===== src/rtl/sensor_crc_frame_parser_pkg.sv =====
// Shared FSM state type, default CRC-8 constants and width helper for the sensor frame parsers.
package sensor_frame_pkg;

    typedef enum logic [1:0] {S_IDLE, S_DATA, S_CRC} state_t;

    localparam logic [7:0] SHT_CRC_POLY = 8'h31;
    localparam logic [7:0] SHT_CRC_INIT = 8'hFF;

    function automatic int idx_width(input int n);
        return (n > 1) ? $clog2(n) : 1;
    endfunction

endpackage


===== src/rtl/sensor_crc_frame_parser_if.sv =====
// Byte-stream in / verified-word out bundle; crc_err_count exists only when SHT_CRC_ERR_CNT_EN is defined.
interface sensor_crc_frame_parser_if
    import sensor_frame_pkg::*;
#(
    parameter int NUM_WORDS  = 2,
    parameter int WORD_BYTES = 2
);
    localparam int IDX_W = idx_width(NUM_WORDS);
    localparam int WW    = 8 * WORD_BYTES;

    logic                      frame_start;
    logic                      byte_valid;
    logic [7:0]                byte_data;
    logic                      word_valid;
    logic [WW-1:0]             word_data;
    logic [IDX_W-1:0]          word_index;
    logic [WW*NUM_WORDS-1:0]   words_out;
    logic [NUM_WORDS-1:0]      words_mask;
    logic                      crc_error;
    logic                      frame_done;
    logic                      frame_ok;
    logic                      busy;
`ifdef SHT_CRC_ERR_CNT_EN
    logic [15:0]               crc_err_count;
`endif

    modport master (
`ifdef SHT_CRC_ERR_CNT_EN
        input  crc_err_count,
`endif
        output frame_start, byte_valid, byte_data,
        input  word_valid, word_data, word_index, words_out, words_mask,
               crc_error, frame_done, frame_ok, busy
    );

    modport slave (
`ifdef SHT_CRC_ERR_CNT_EN
        output crc_err_count,
`endif
        input  frame_start, byte_valid, byte_data,
        output word_valid, word_data, word_index, words_out, words_mask,
               crc_error, frame_done, frame_ok, busy
    );

endinterface


===== src/rtl/sensor_crc_frame_parser_crc8_byte.sv =====
// Single-cycle CRC-8 byte update, MSB-first, no reflection; latency 0 (combinational), no backpressure.
module crc8_byte
    import sensor_frame_pkg::*;
#(
    parameter logic [7:0] POLY = SHT_CRC_POLY
) (
    input  logic [7:0] crc_in,
    input  logic [7:0] data,
    output logic [7:0] crc_out
);

    always_comb begin
        crc_out = crc_in ^ data;
        for (int i = 0; i < 8; i++) begin
            crc_out = crc_out[7] ? ((crc_out << 1) ^ POLY) : (crc_out << 1);
        end
    end

endmodule


===== src/rtl/sensor_crc_frame_parser.sv =====
// Frame parser: NUM_WORDS words of WORD_BYTES bytes, each followed by a CRC-8 byte; SHT_CRC_ERR_CNT_EN adds crc_err_count.
// Latency: results 1 clk after the CRC byte; no backpressure, one byte per clk accepted at full rate.
module sensor_crc_frame_parser
    import sensor_frame_pkg::*;
#(
    parameter int         NUM_WORDS  = 2,
    parameter int         WORD_BYTES = 2,
    parameter logic [7:0] CRC_POLY   = SHT_CRC_POLY,
    parameter logic [7:0] CRC_INIT   = SHT_CRC_INIT
) (
    input  logic                     clk,
    input  logic                     rst,
    sensor_crc_frame_parser_if.slave bus
);
    localparam int IDX_W = idx_width(NUM_WORDS);
    localparam int WW    = 8 * WORD_BYTES;
    localparam int BC_W  = idx_width(WORD_BYTES);

    state_t                    state, state_n;
    logic [IDX_W-1:0]          word_cnt, word_cnt_n, word_index, word_index_n;
    logic [BC_W-1:0]           byte_cnt, byte_cnt_n;
    logic [7:0]                crc, crc_n, crc_step;
    logic [WW-1:0]             shreg, shreg_n, word_data, word_data_n;
    logic [WW*NUM_WORDS-1:0]   words_out, words_out_n;
    logic [NUM_WORDS-1:0]      words_mask, words_mask_n;
    logic                      word_valid, word_valid_n;
    logic                      crc_error, crc_error_n;
    logic                      frame_done, frame_done_n;
    logic                      frame_ok, frame_ok_n;

    crc8_byte #(.POLY(CRC_POLY)) u_crc (
        .crc_in  (crc),
        .data    (bus.byte_data),
        .crc_out (crc_step)
    );

    always_comb begin
        state_n      = state;
        word_cnt_n   = word_cnt;
        byte_cnt_n   = byte_cnt;
        crc_n        = crc;
        shreg_n      = shreg;
        word_data_n  = word_data;
        word_index_n = word_index;
        words_out_n  = words_out;
        words_mask_n = words_mask;
        frame_ok_n   = frame_ok;
        word_valid_n = 1'b0;
        crc_error_n  = 1'b0;
        frame_done_n = 1'b0;

        // frame_start overrides everything, including a byte arriving in the same cycle
        if (bus.frame_start) begin
            state_n      = S_DATA;
            word_cnt_n   = '0;
            byte_cnt_n   = '0;
            crc_n        = CRC_INIT;
            words_mask_n = '0;
        end else begin
            case (state)
                S_DATA: if (bus.byte_valid) begin
                    shreg_n       = shreg << 8;
                    shreg_n[7:0]  = bus.byte_data;
                    crc_n         = crc_step;
                    byte_cnt_n    = byte_cnt + BC_W'(1);
                    if (byte_cnt == BC_W'(WORD_BYTES - 1))
                        state_n = S_CRC;
                end
                S_CRC: if (bus.byte_valid) begin
                    if (bus.byte_data == crc) begin
                        word_valid_n                         = 1'b1;
                        word_data_n                          = shreg;
                        word_index_n                         = word_cnt;
                        words_out_n[int'(word_cnt)*WW +: WW] = shreg;
                        words_mask_n[word_cnt]               = 1'b1;
                        if (word_cnt == IDX_W'(NUM_WORDS - 1)) begin
                            frame_done_n = 1'b1;
                            frame_ok_n   = 1'b1;
                            state_n      = S_IDLE;
                        end else begin
                            word_cnt_n = word_cnt + IDX_W'(1);
                            byte_cnt_n = '0;
                            crc_n      = CRC_INIT;
                            state_n    = S_DATA;
                        end
                    end else begin
                        crc_error_n  = 1'b1;
                        frame_done_n = 1'b1;
                        frame_ok_n   = 1'b0;
                        state_n      = S_IDLE;
                    end
                end
                default: ;
            endcase
        end
    end

    always_ff @(posedge clk or posedge rst) begin
        if (rst) begin
            state      <= S_IDLE;
            word_cnt   <= '0;
            byte_cnt   <= '0;
            crc        <= CRC_INIT;
            shreg      <= '0;
            word_data  <= '0;
            word_index <= '0;
            words_out  <= '0;
            words_mask <= '0;
            word_valid <= 1'b0;
            crc_error  <= 1'b0;
            frame_done <= 1'b0;
            frame_ok   <= 1'b0;
        end else begin
            state      <= state_n;
            word_cnt   <= word_cnt_n;
            byte_cnt   <= byte_cnt_n;
            crc        <= crc_n;
            shreg      <= shreg_n;
            word_data  <= word_data_n;
            word_index <= word_index_n;
            words_out  <= words_out_n;
            words_mask <= words_mask_n;
            word_valid <= word_valid_n;
            crc_error  <= crc_error_n;
            frame_done <= frame_done_n;
            frame_ok   <= frame_ok_n;
        end
    end

`ifdef SHT_CRC_ERR_CNT_EN
    logic [15:0] err_cnt;

    always_ff @(posedge clk or posedge rst) begin
        if (rst)
            err_cnt <= '0;
        else if (crc_error_n && err_cnt != 16'hFFFF)
            err_cnt <= err_cnt + 16'd1;
    end

    assign bus.crc_err_count = err_cnt;
`endif

    assign bus.word_valid = word_valid;
    assign bus.word_data  = word_data;
    assign bus.word_index = word_index;
    assign bus.words_out  = words_out;
    assign bus.words_mask = words_mask;
    assign bus.crc_error  = crc_error;
    assign bus.frame_done = frame_done;
    assign bus.frame_ok   = frame_ok;
    assign bus.busy       = (state != S_IDLE);

endmodule


===== src/flat_wrapper.sv =====
// flat-port wrapper written by rule: the top's interface ports become plain ports
module sensor_crc_frame_parser_flat import sensor_frame_pkg::*;
#(
    parameter int         NUM_WORDS  = 2,
    parameter int         WORD_BYTES = 2,
    parameter logic [7:0] CRC_POLY   = SHT_CRC_POLY,
    parameter logic [7:0] CRC_INIT   = SHT_CRC_INIT
)
  (clk, rst, bus_frame_start, bus_byte_valid, bus_byte_data, bus_word_valid, bus_word_data, bus_word_index, bus_words_out, bus_words_mask, bus_crc_error, bus_frame_done, bus_frame_ok, bus_busy);
  sensor_crc_frame_parser_if #(.NUM_WORDS(NUM_WORDS), .WORD_BYTES(WORD_BYTES)) bus_i ();
  input  logic clk;
  input  logic rst;
  input wire logic [$bits(bus_i.frame_start)-1:0] bus_frame_start;
  input wire logic [$bits(bus_i.byte_valid)-1:0] bus_byte_valid;
  input wire logic [$bits(bus_i.byte_data)-1:0] bus_byte_data;
  output wire logic [$bits(bus_i.word_valid)-1:0] bus_word_valid;
  output wire logic [$bits(bus_i.word_data)-1:0] bus_word_data;
  output wire logic [$bits(bus_i.word_index)-1:0] bus_word_index;
  output wire logic [$bits(bus_i.words_out)-1:0] bus_words_out;
  output wire logic [$bits(bus_i.words_mask)-1:0] bus_words_mask;
  output wire logic [$bits(bus_i.crc_error)-1:0] bus_crc_error;
  output wire logic [$bits(bus_i.frame_done)-1:0] bus_frame_done;
  output wire logic [$bits(bus_i.frame_ok)-1:0] bus_frame_ok;
  output wire logic [$bits(bus_i.busy)-1:0] bus_busy;
  assign bus_i.frame_start = bus_frame_start;
  assign bus_i.byte_valid = bus_byte_valid;
  assign bus_i.byte_data = bus_byte_data;
  assign bus_word_valid = bus_i.word_valid;
  assign bus_word_data = bus_i.word_data;
  assign bus_word_index = bus_i.word_index;
  assign bus_words_out = bus_i.words_out;
  assign bus_words_mask = bus_i.words_mask;
  assign bus_crc_error = bus_i.crc_error;
  assign bus_frame_done = bus_i.frame_done;
  assign bus_frame_ok = bus_i.frame_ok;
  assign bus_busy = bus_i.busy;
  sensor_crc_frame_parser #(.NUM_WORDS(NUM_WORDS), .WORD_BYTES(WORD_BYTES), .CRC_POLY(CRC_POLY), .CRC_INIT(CRC_INIT)) u_core (.clk(clk), .rst(rst), .bus(bus_i));
endmodule

===== config.mk =====
export PLATFORM = sky130hd
export DESIGN_NAME = sensor_crc_frame_parser_flat
export DESIGN_NICKNAME = d
export VERILOG_FILES = /design/src/rtl/sensor_crc_frame_parser_pkg.sv /design/src/rtl/sensor_crc_frame_parser_if.sv /design/src/rtl/sensor_crc_frame_parser_crc8_byte.sv /design/src/rtl/sensor_crc_frame_parser.sv /design/src/flat_wrapper.sv
export SDC_FILE = /design/constraint.sdc
export NUM_CORES = 1
export LEC_CHECK = 0
export BUFFER_PORTS_ARGS = -buffer_cell sky130_fd_sc_hd__clkbuf_2
export CORE_MARGIN = 1
export CORE_UTILIZATION = 50
export DETAILED_ROUTE_END_ITERATION = 8
export PLACE_DENSITY = 0.73
export SYNTH_ARGS = -nofsm -noshare
export SYNTH_HDL_FRONTEND = slang
export SYNTH_SLANG_ARGS = --single-unit

===== constraint.sdc =====
create_clock -name clk -period 3.4 [get_ports clk]
set_clock_uncertainty 0.2 [all_clocks]
set_input_delay 0.85 -clock clk [delete_from_list [all_inputs] [get_ports clk]]
set_output_delay 0.85 -clock clk [all_outputs]
set_load 0.03 [all_outputs]

## After elaboration in Yosys (flattened, before gate mapping)

Index checks and enable logic that the tools add are counted.

| operators by class | value |
|---|---|
| add/sub/neg operators | 3 |
| magnitude comparators | 2 |
| eq/ne operators | 9 |
| shifts and indexed selects | 2 |
| multiplexer cells | 54 |
| bitwise logic cells | 11 |
| reductions and logical operators | 12 |

Operators by type and width:

| operator | count |
|---|---|
| two-way mux 6 bit | 8 |
| two-way mux 8 bit | 5 |
| negation 5 -> 33 bit | 1 |
| variable shift 16 x 33 -> 32 bit (first input constant) | 1 |
| variable part select 16 x 33 -> 32 bit | 1 |
| bitwise mux 32 bit | 1 |
| two-way mux 1 bit | 28 |
| inverter 3 bit | 8 |
| two-way mux 2 bit | 8 |
| case mux 8 bit (2 select lines) | 1 |
| AND reduction 4 bit | 3 |
| != test 3 bit (second input constant) | 3 |
| == test 8 bit | 1 |
| nonzero test 2 bit | 4 |
| bitwise XOR 8 bit | 1 |
| != test 3 x 2 -> 1 bit (second input constant) | 2 |
| AND reduction 3 bit | 2 |
| AND reduction 5 bit | 1 |
| case mux 2 bit (2 select lines) | 1 |
| nonzero test 3 bit | 1 |
| adder 1 bit (second input constant) | 2 |
| == test 2 x 1 -> 1 bit (second input constant) | 1 |
| == test 2 bit (second input constant) | 1 |
| < comparator 1 x 2 -> 1 bit (second input constant) | 1 |
| other kinds (7) | 7 |

| storage, ports and cells | value |
|---|---|
| register bits after elaboration | 83 |
| bits of input ports | 12 |
| output and inout bits | 56 |

## Logic depth before layout (Yosys ltp)

Gate-level depths: netlist of run 1.

| depth | value |
|---|---|
| depth in word-level cells | 20 |
| gate-level depth with buffers | 7 |
| depth with buffers taken out | 4 |

## Modules after synthesis

A second synthesis of run 1 with hierarchy kept.

| second synthesis, totals | value |
|---|---|
| cells, all modules | 284 |
| area, all modules | 3653.5 sq um |

By module, submodules not included:

| module | instances | cells each | area each (sq um) | sequential area each (sq um) |
|---|---|---|---|---|
| sensor_crc_frame_parser | 1 | 265 | 3438.3 | 2087.0 |
| crc8_byte | 1 | 19 | 215.2 | 0.0 |

## Least setup slack after synthesis of run 1

No wires, ideal clock.

| timing | value |
|---|---|
| path type | input -> register |
| start | input bus_byte_data[6] |
| end | register u_core.words_out[0], in the netlist u_core.bus.words_out[0] |
| library setup time | 125 ps |
| arrival time | 2236 ps |
| required time | 3075 ps |
| setup slack | 839 ps |
| stages | 7 |
| path through | xnor2_2 and4_1 buf_6 and4_4 buf_6 buf_12 mux2_4 |

| between the ends | value |
|---|---|
| cells in the longest elaborated chain, start to end | 2 |

RTL lines:

| what | line | RTL |
|---|---|---|
| from (decl) | flat_wrapper.sv:15 | `input wire logic [$bits(bus_i.byte_data)-1:0] bus_byte_data;` |
| == test 8 bit | sensor_crc_frame_parser.sv:70 | `if (bus.byte_data == crc) begin` |
| AND reduction 4 bit (no line) | - |  |
| to (signal assigned) | sensor_crc_frame_parser.sv:121 | `words_out <= words_out_n;` |
| to (decl) | sensor_crc_frame_parser.sv:24 | `logic [WW*NUM_WORDS-1:0] words_out, words_out_n;` |

No other way between the ends.
A chain may end at the register's enable or synchronous reset.

## Final worst setup path of run 1

| timing | value |
|---|---|
| start | input bus_byte_data[2] |
| end | register u_core.words_out[14], in the netlist u_core.bus.words_out[14] |

Same word-level chain as after synthesis.

==> results.sh, run 1 <==
export IMPL_ff_latch_area_um2=2090
export IMPL_ys_flop_type="dfrtp_1"
export IMPL_worst_path_buf_inv=1
export IMPL_synth_cell_types=39
export IMPL_fin_crit_ns=2.58
export IMPL_grt_overflow=0
export IMPL_cp_top_family="simple AND/OR/NAND/NOR gates"
export IMPL_clkTransAtPathRegs_ns=0.08
export IMPL_cp_required_ns=3.44
export IMPL_nFillCells=541
export IMPL_final_setup_viol_count=0
export IMPL_clkSinkCount=83
export IMPL_max_stage_delay_ns=0.49
export IMPL_tns_ns=0
export IMPL_synth_cells=226
export IMPL_arrival_ns=2.62
export IMPL_critPathMaxFanout=16
export IMPL_cts_resized=0
export IMPL_fin_crit_sh_pct=76.0
export IMPL_final_cells=397
export IMPL_syn_cell_area_um2=3530
export IMPL_synthToLayoutAreaGrowth_pct=18.2
export IMPL_yosysMostFrequentCell="dfrtp_1"
export IMPL_path_class="in -> reg"
export IMPL_finalWirelength_um=6490
export IMPL_synth_seq_cells=83
export IMPL_syn_num_nets=238
export IMPL_yosys_area_top_type="dfrtp_1"
export IMPL_synth_common_cells="dfrtp_1 (75), mux2_2 (46), mux2_4 (18)"
export IMPL_rsz0062_at_grt="no"
export IMPL_cts_buffers=9
export IMPL_cp_end_kind="register"
export IMPL_slew_headroom_pct=53.9
export IMPL_critPathLaunchType="primary input"
export IMPL_status="finished clean"
export IMPL_min_path_type="reg -> reg"
export IMPL_core_um2=6790
export IMPL_cts_root_buf="clkbuf_8"
export IMPL_cp_cell_sequence="clkbuf_2, xnor2_1, and4_1, and4_4, mux2_2"
export IMPL_port_buffer_count=67
export IMPL_fp_dieH_um=86.0
export IMPL_antenna_found_initial=0
export IMPL_die_area_um2=7400
export IMPL_async_flop_share_pct=100
export IMPL_cts_setup_buffers=0
export IMPL_grt_pass1_vias=2066
export IMPL_p_leak_nw=2.15
export IMPL_fmax_ghz=0.387
export IMPL_detail_route_antenna_nets=0
export IMPL_htreeDepth=3
export IMPL_maxCapViolCount=0
export IMPL_dp_cells=381
export IMPL_route_detailed_drc=0
export IMPL_drt_first_pass_iters=4
export IMPL_initial_core_util_pct=52.0
export IMPL_grt_max_degree=46
export IMPL_cts_tree="yes"
export IMPL_clk_latency_ns=0.34
export IMPL_crit_slowest_cell="and4_4"
export IMPL_grt_pass1_wl_um=10700
export IMPL_drtIter0Drc=79
export IMPL_irDropWorstVdd_mv=0.351
export IMPL_wire_per_inst_um=16.4
export IMPL_finalPower_mw=2.68
export IMPL_antenna_cells=0
export IMPL_power_density_nw_per_um2=641
export IMPL_multi_input_area_um2=1350
export IMPL_cts_hold_buf=0
export IMPL_slew_viol_final=0
export IMPL_ys_warnings_count=0
export IMPL_die_x_um=86.0
export IMPL_whs_ns=0.296
export IMPL_drive_gt1_share_pct=56.1
export IMPL_rows=30
export IMPL_clockBufferDepth=2
export IMPL_syn_area_per_cell_um2=15.6
export IMPL_place_hpwl_um=4350
export IMPL_synth_top_area_share_pct=53.2
export IMPL_tightest_slew_ns=0.690
export IMPL_hold_viol=0
export IMPL_via_per_inst=5.20
export IMPL_synth_sequential_area_ratio_pct=59.1
export IMPL_fin_nets=308
export IMPL_grt_use_total_pct=19.3
export IMPL_num_io_pins=68
export IMPL_vias=2064
export IMPL_synth_edf_count=0
export IMPL_netlist_top_cells_area="dfrtp_1 (53%), mux2_2 (15%), mux2_4 (7.7%), dfstp_2 (6.0%), xnor2_1 (3.5%)"
export IMPL_postLayoutCoreUtil_pct=61.5
export IMPL_gp_congestion=0.767
## layer usage
metal	vias to the layer above	global-route usage, %	part of all wire, %
met1	1055	26.1	48
met5	-	0	0
li1	941	-	-
met3	9	4.91	5.1
met4	0	7.27	1.4
met2	59	30.3	46
## cell type report
type / instances / area share [%]
Tap cell: 96 / 2.88
Clock inverter: 4 / 1.74
Timing Repair Buffer: 70 / 8.87
Clock buffer: 12 / 3.72
Inverter: 6 / 0.569
Multi-Input combinational cell: 126 / 32.2
Sequential cell: 83 / 50.0
## logic make-up after synthesis
group                  synth area share (%)
AO/OA/AOI/OAI                          4.43
flip-flops                             59.1
buffers and inverters                  3.19
XOR/XNOR                               6.84
multiplexers                           22.9
AND/OR/NAND/NOR                        3.54
## placed cells by master, fill, tap and decap left out, types with 2 or more instances in the layout
cell type,netlist,routed
a21oi_1,4,4
a2bb2oi_1,6,6
and4_1,2,2
buf_4,1,2
bufinv_16,0,2
clkbuf_2,0,67
clkbuf_8,0,11
clkinv_2,0,2
dfrtp_1,75,75
dfstp_2,8,8
inv_1,6,5
mux2_2,46,46
mux2_4,18,18
mux2i_1,2,2
nand2_1,3,3
nor2_1,3,3
o21ai_0,2,2
o21bai_1,2,2
or2_2,2,2
xnor2_1,14,14
xnor2_2,2,2
xnor3_1,2,2
xor2_1,2,2
## sequential cells by signal (all words and copies together), names as in the netlist
| signal | count |
|---|---|
| u_core.bus.words_out | 32 |
| u_core.bus.word_data | 16 |
| u_core.shreg | 16 |
| u_core.crc | 8 |
| u_core.bus.words_mask | 2 |
| u_core.state | 2 |
| u_core.bus.crc_error | 1 |
| u_core.bus.frame_done | 1 |
| u_core.bus.frame_ok | 1 |
| u_core.bus.word_index | 1 |
| u_core.bus.word_valid | 1 |
| u_core.byte_cnt | 1 |
| u_core.word_cnt | 1 |
## path summary, 6_finish.rpt
path,from,endpoint,slack (ns),depth (start not counted)
max in group asynchronous,rst,u_core.crc[4],1.91,3
setup reg to reg,u_core.crc[3],u_core.bus.words_out[14],1.02,4
hold reg to reg,u_core.bus.word_index,u_core.bus.word_index,0.30,1
min in group asynchronous,rst,u_core.bus.words_out[27],0.37,2
hold / removal,u_core.bus.word_index,u_core.bus.word_index,0.30,1
setup / recovery,bus_byte_data[2],u_core.bus.words_out[14],0.82,5
## worst reg2reg max path: stages, from the launching register on
cell and delay (ns):
dfstp_2 0.57, xnor2_1 0.19, and4_1 0.42, and4_4 0.49, mux2_2 0.39
## metrics by stage
step | cell area [um^2] | setup slack, ns
after global placement | 3950 | 0.528
final | 4180 | 0.817
after CTS | 4180 | 0.835
after floorplan | 3530 | 0.226
after global routing | 4180 | 0.738
after detailed placement | 3950 | 0.458
## power by group
| part | total, mW | internal, mW | switching, mW |
|---|---|---|---|
| Combinational | 0.611 | 0.347 | 0.264 |
| Clock | 0.792 | 0.453 | 0.339 |
| Sequential | 1.28 | 1.14 | 0.134 |
| Total | 2.68 | 1.94 | 0.736 |
(Power assumes the default switching activity.)
==> inputs of run 2 (changes only) <==
ABC_AREA = 1   (was not set)
clock period = 2.4 ns   (was 3.4 ns; I/O delays follow)
==> results.sh, run 2 <==
export IMPL_status="finished clean"
export IMPL_synth_common_cells="nand2_1 (171), dfrtp_1 (75), inv_1 (44)"
export IMPL_largest_register_ff_count=32
export IMPL_yosysMostFrequentCell="nand2_1"
export IMPL_syn_area_per_cell_um2=8.83
export IMPL_tightest_slew_ns=0.391
export IMPL_place_hpwl_um=5550
export IMPL_synth_sequential_area_ratio_pct=57.1
export IMPL_slew_headroom_pct=73.9
export IMPL_yosys_area_top_type="dfrtp_1"
export IMPL_final_setup_viol_count=0
export IMPL_fin_crit_ns=2.04
export IMPL_synthToLayoutAreaGrowth_pct=17.2
export IMPL_synth_edf_count=0
export IMPL_finalWirelength_um=7840
export IMPL_largestRegisters="u_core.bus.words_out x32, u_core.bus.word_data x16, u_core.shreg x16"
export IMPL_antenna_found_initial=0
export IMPL_comb_power_share_pct=20.1
export IMPL_wire_per_inst_um=13.3
export IMPL_final_cells=591
export IMPL_synth_top_area_share_pct=51.4
export IMPL_clkSinkCount=83
export IMPL_htreeDepth=3
export IMPL_cts_root_buf="clkbuf_8"
export IMPL_route_detailed_drc=0
export IMPL_cp_required_ns=2.45
export IMPL_gp_congestion=0.898
export IMPL_final_cell_mix="nand2_1 (171), dfrtp_1 (75), clkbuf_2 (67), inv_1 (43)"
export IMPL_hold_viol=0
export IMPL_port_buffer_count=67
export IMPL_syn_num_nets=426
export IMPL_grt_overflow=0
export IMPL_grt_pass1_vias=2716
export IMPL_irDropWorstVdd_mv=0.360
export IMPL_top_register="u_core.bus.words_out"
export IMPL_drt_first_pass_iters=4
export IMPL_via_per_inst=4.90
export IMPL_netlist_top_cells_area="dfrtp_1 (51%), nand2_1 (18%), dfstp_2 (5.8%), inv_1 (4.5%), o21ai_2 (4.1%)"
export IMPL_grt_pass1_wl_um=12800
export IMPL_postLayoutCoreUtil_pct=61.7
export IMPL_tns_ns=0
export IMPL_cts_buffers=9
export IMPL_seqPwrFrac_pct=51.7
export IMPL_p_int_mw=2.18
export IMPL_cp_end_kind="register"
export IMPL_initial_core_util_pct=52.6
export IMPL_arrival_ns=2.09
export IMPL_synth_seq_cells=83
export IMPL_grt_use_total_pct=22.5
export IMPL_path_class="reg -> reg"
export IMPL_clkTransAtPathRegs_ns=0.09
export IMPL_die_x_um=87.5
export IMPL_clk_latency_ns=0.36
export IMPL_core_um2=6940
export IMPL_async_flop_share_pct=100
export IMPL_critPathMaxFanout=31
export IMPL_antenna_cells=0
export IMPL_cts_setup_buffers=0
export IMPL_p_leak_nw=2.42
export IMPL_vias=2894
export IMPL_ys_warnings_count=0
export IMPL_dp_cells=574
export IMPL_synth_cells=414
export IMPL_drive_gt1_share_pct=25.7
export IMPL_p_sw_share_pct=32.8
export IMPL_maxCapViolCount=0
export IMPL_fin_crit_sh_pct=85.2
export IMPL_critPathLaunchType="register"
export IMPL_fin_nets=502
export IMPL_fp_dieH_um=87.5
export IMPL_synth_cell_types=23
export IMPL_slew_viol_final=0
export IMPL_detail_route_antenna_nets=0
export IMPL_ys_flop_type="dfrtp_1"
export IMPL_p_clk_share_pct=28.2
export IMPL_syn_cell_area_um2=3650
export IMPL_rsz0062_at_grt="no"
export IMPL_grt_max_degree=73
export IMPL_die_area_um2=7660
export IMPL_num_io_pins=68
export IMPL_fmax_ghz=0.489
export IMPL_p_sw_mw=1.06
export IMPL_drtIter0Drc=210
export IMPL_cts_tree="yes"
export IMPL_clockBufferDepth=2
export IMPL_power_density_nw_per_um2=758
export IMPL_nFillCells=641
export IMPL_min_path_type="in -> reg"
export IMPL_rows=30
export IMPL_layout_commonest_cell="nand2_1"
-- run 2: cell types whose count changed in the layout (fill, tap and decap cells not counted), sizes merged, moves of 4 or more --
cell,before,now
xnor2,16,7
nor2,3,15
o21ai,2,46
clkinvlp,1,5
inv,5,46
nand3,1,18
a2bb2oi,6,0
mux2,64,0
nand2,3,174
buf,3,10
-- run 2: kinds of logic (layout without fill, tap and decap cells) --
kind of cell	Yosys count	in the layout	share of synthesized area, %
flops	83	83	57.1
compound gates	53	53	9.38
buf+inv	58	139	7.60
xor+xnor	11	11	2.64
simple gates	209	209	23.3
-- run 2: area by class of cell --
class                      instances  area [um^2]  share of cell area (%)
sequential                        83         2090                    48.7
multi-input combinational        273         1290                    30.2
timing repair buffer              78          433                    10.1
inverter                          45          173                    4.03
clock buffer                       9          124                    2.89
tap                               96          120                    2.81
clock inverter                     7         52.6                    1.23
-- run 2: critical path, cell delays in order, from the launching register on --
cell and delay (ns):
dfstp_2 0.58, xnor2_1 0.15, nand2_1 0.11, nor2_1 0.13
nand2_2 0.12, nor2_8 0.16, nand2_4 0.25, nand2_1 0.17
o21ai_2 0.06
-- run 2: worst paths after layout --
kind	start	slack, ns	end	cells after the start
max	u_core.crc[2]	0.36	u_core.bus.words_out[25]	8
min	bus_byte_data[0]	0.27	u_core.shreg[0]	3
max reg2reg	u_core.crc[2]	0.36	u_core.bus.words_out[25]	8
min reg2reg	u_core.bus.word_data[7]	0.28	u_core.bus.word_data[7]	2
max in group asynchronous	rst	0.80	u_core.crc[3]	4
min in group asynchronous	rst	0.52	u_core.bus.frame_done	3
-- run 2: metrics by stage --
step	instance area [um^2]	power (mW)	worst slack (ns)	hold slack [ns]
final	4280	3.25	0.356	0.271
after global placement	4100	2.33	0.199	0.253
after detailed placement	4100	2.35	0.151	0.264
after CTS	4280	3.26	0.361	0.265
after floorplan	3660	2.15	0.392	0.259
after global routing	4280	3.42	0.183	0.270
-- run 2: metal layers --
layer	routed length (um)	up-vias	GRT usage [%]
met5	0	-	0
met4	86	0	7.15
met3	299	9	5.88
met2	3660	65	36.3
met1	3800	1382	29.9
li1	-	1438	-
-- run 2: timing repair --
| item | 4_1_cts | 5_1_grt |
|---|---|---|
| resized for setup | 0 | 0 |
| hold buffers | 1 | 0 |
| hold endpoints to repair | 7 | 0 |
| endpoints found under the setup margin | 0 | 0 |
-- run 2: power groups by stage --
stage	registers, mW	logic [mW]	clock network (mW)
final	1.68	0.652	0.914
after global routing	1.69	0.750	0.975
after CTS	1.68	0.654	0.926
after detailed placement	1.70	0.649	0
after global placement	1.70	0.638	0
after floorplan	1.67	0.474	0
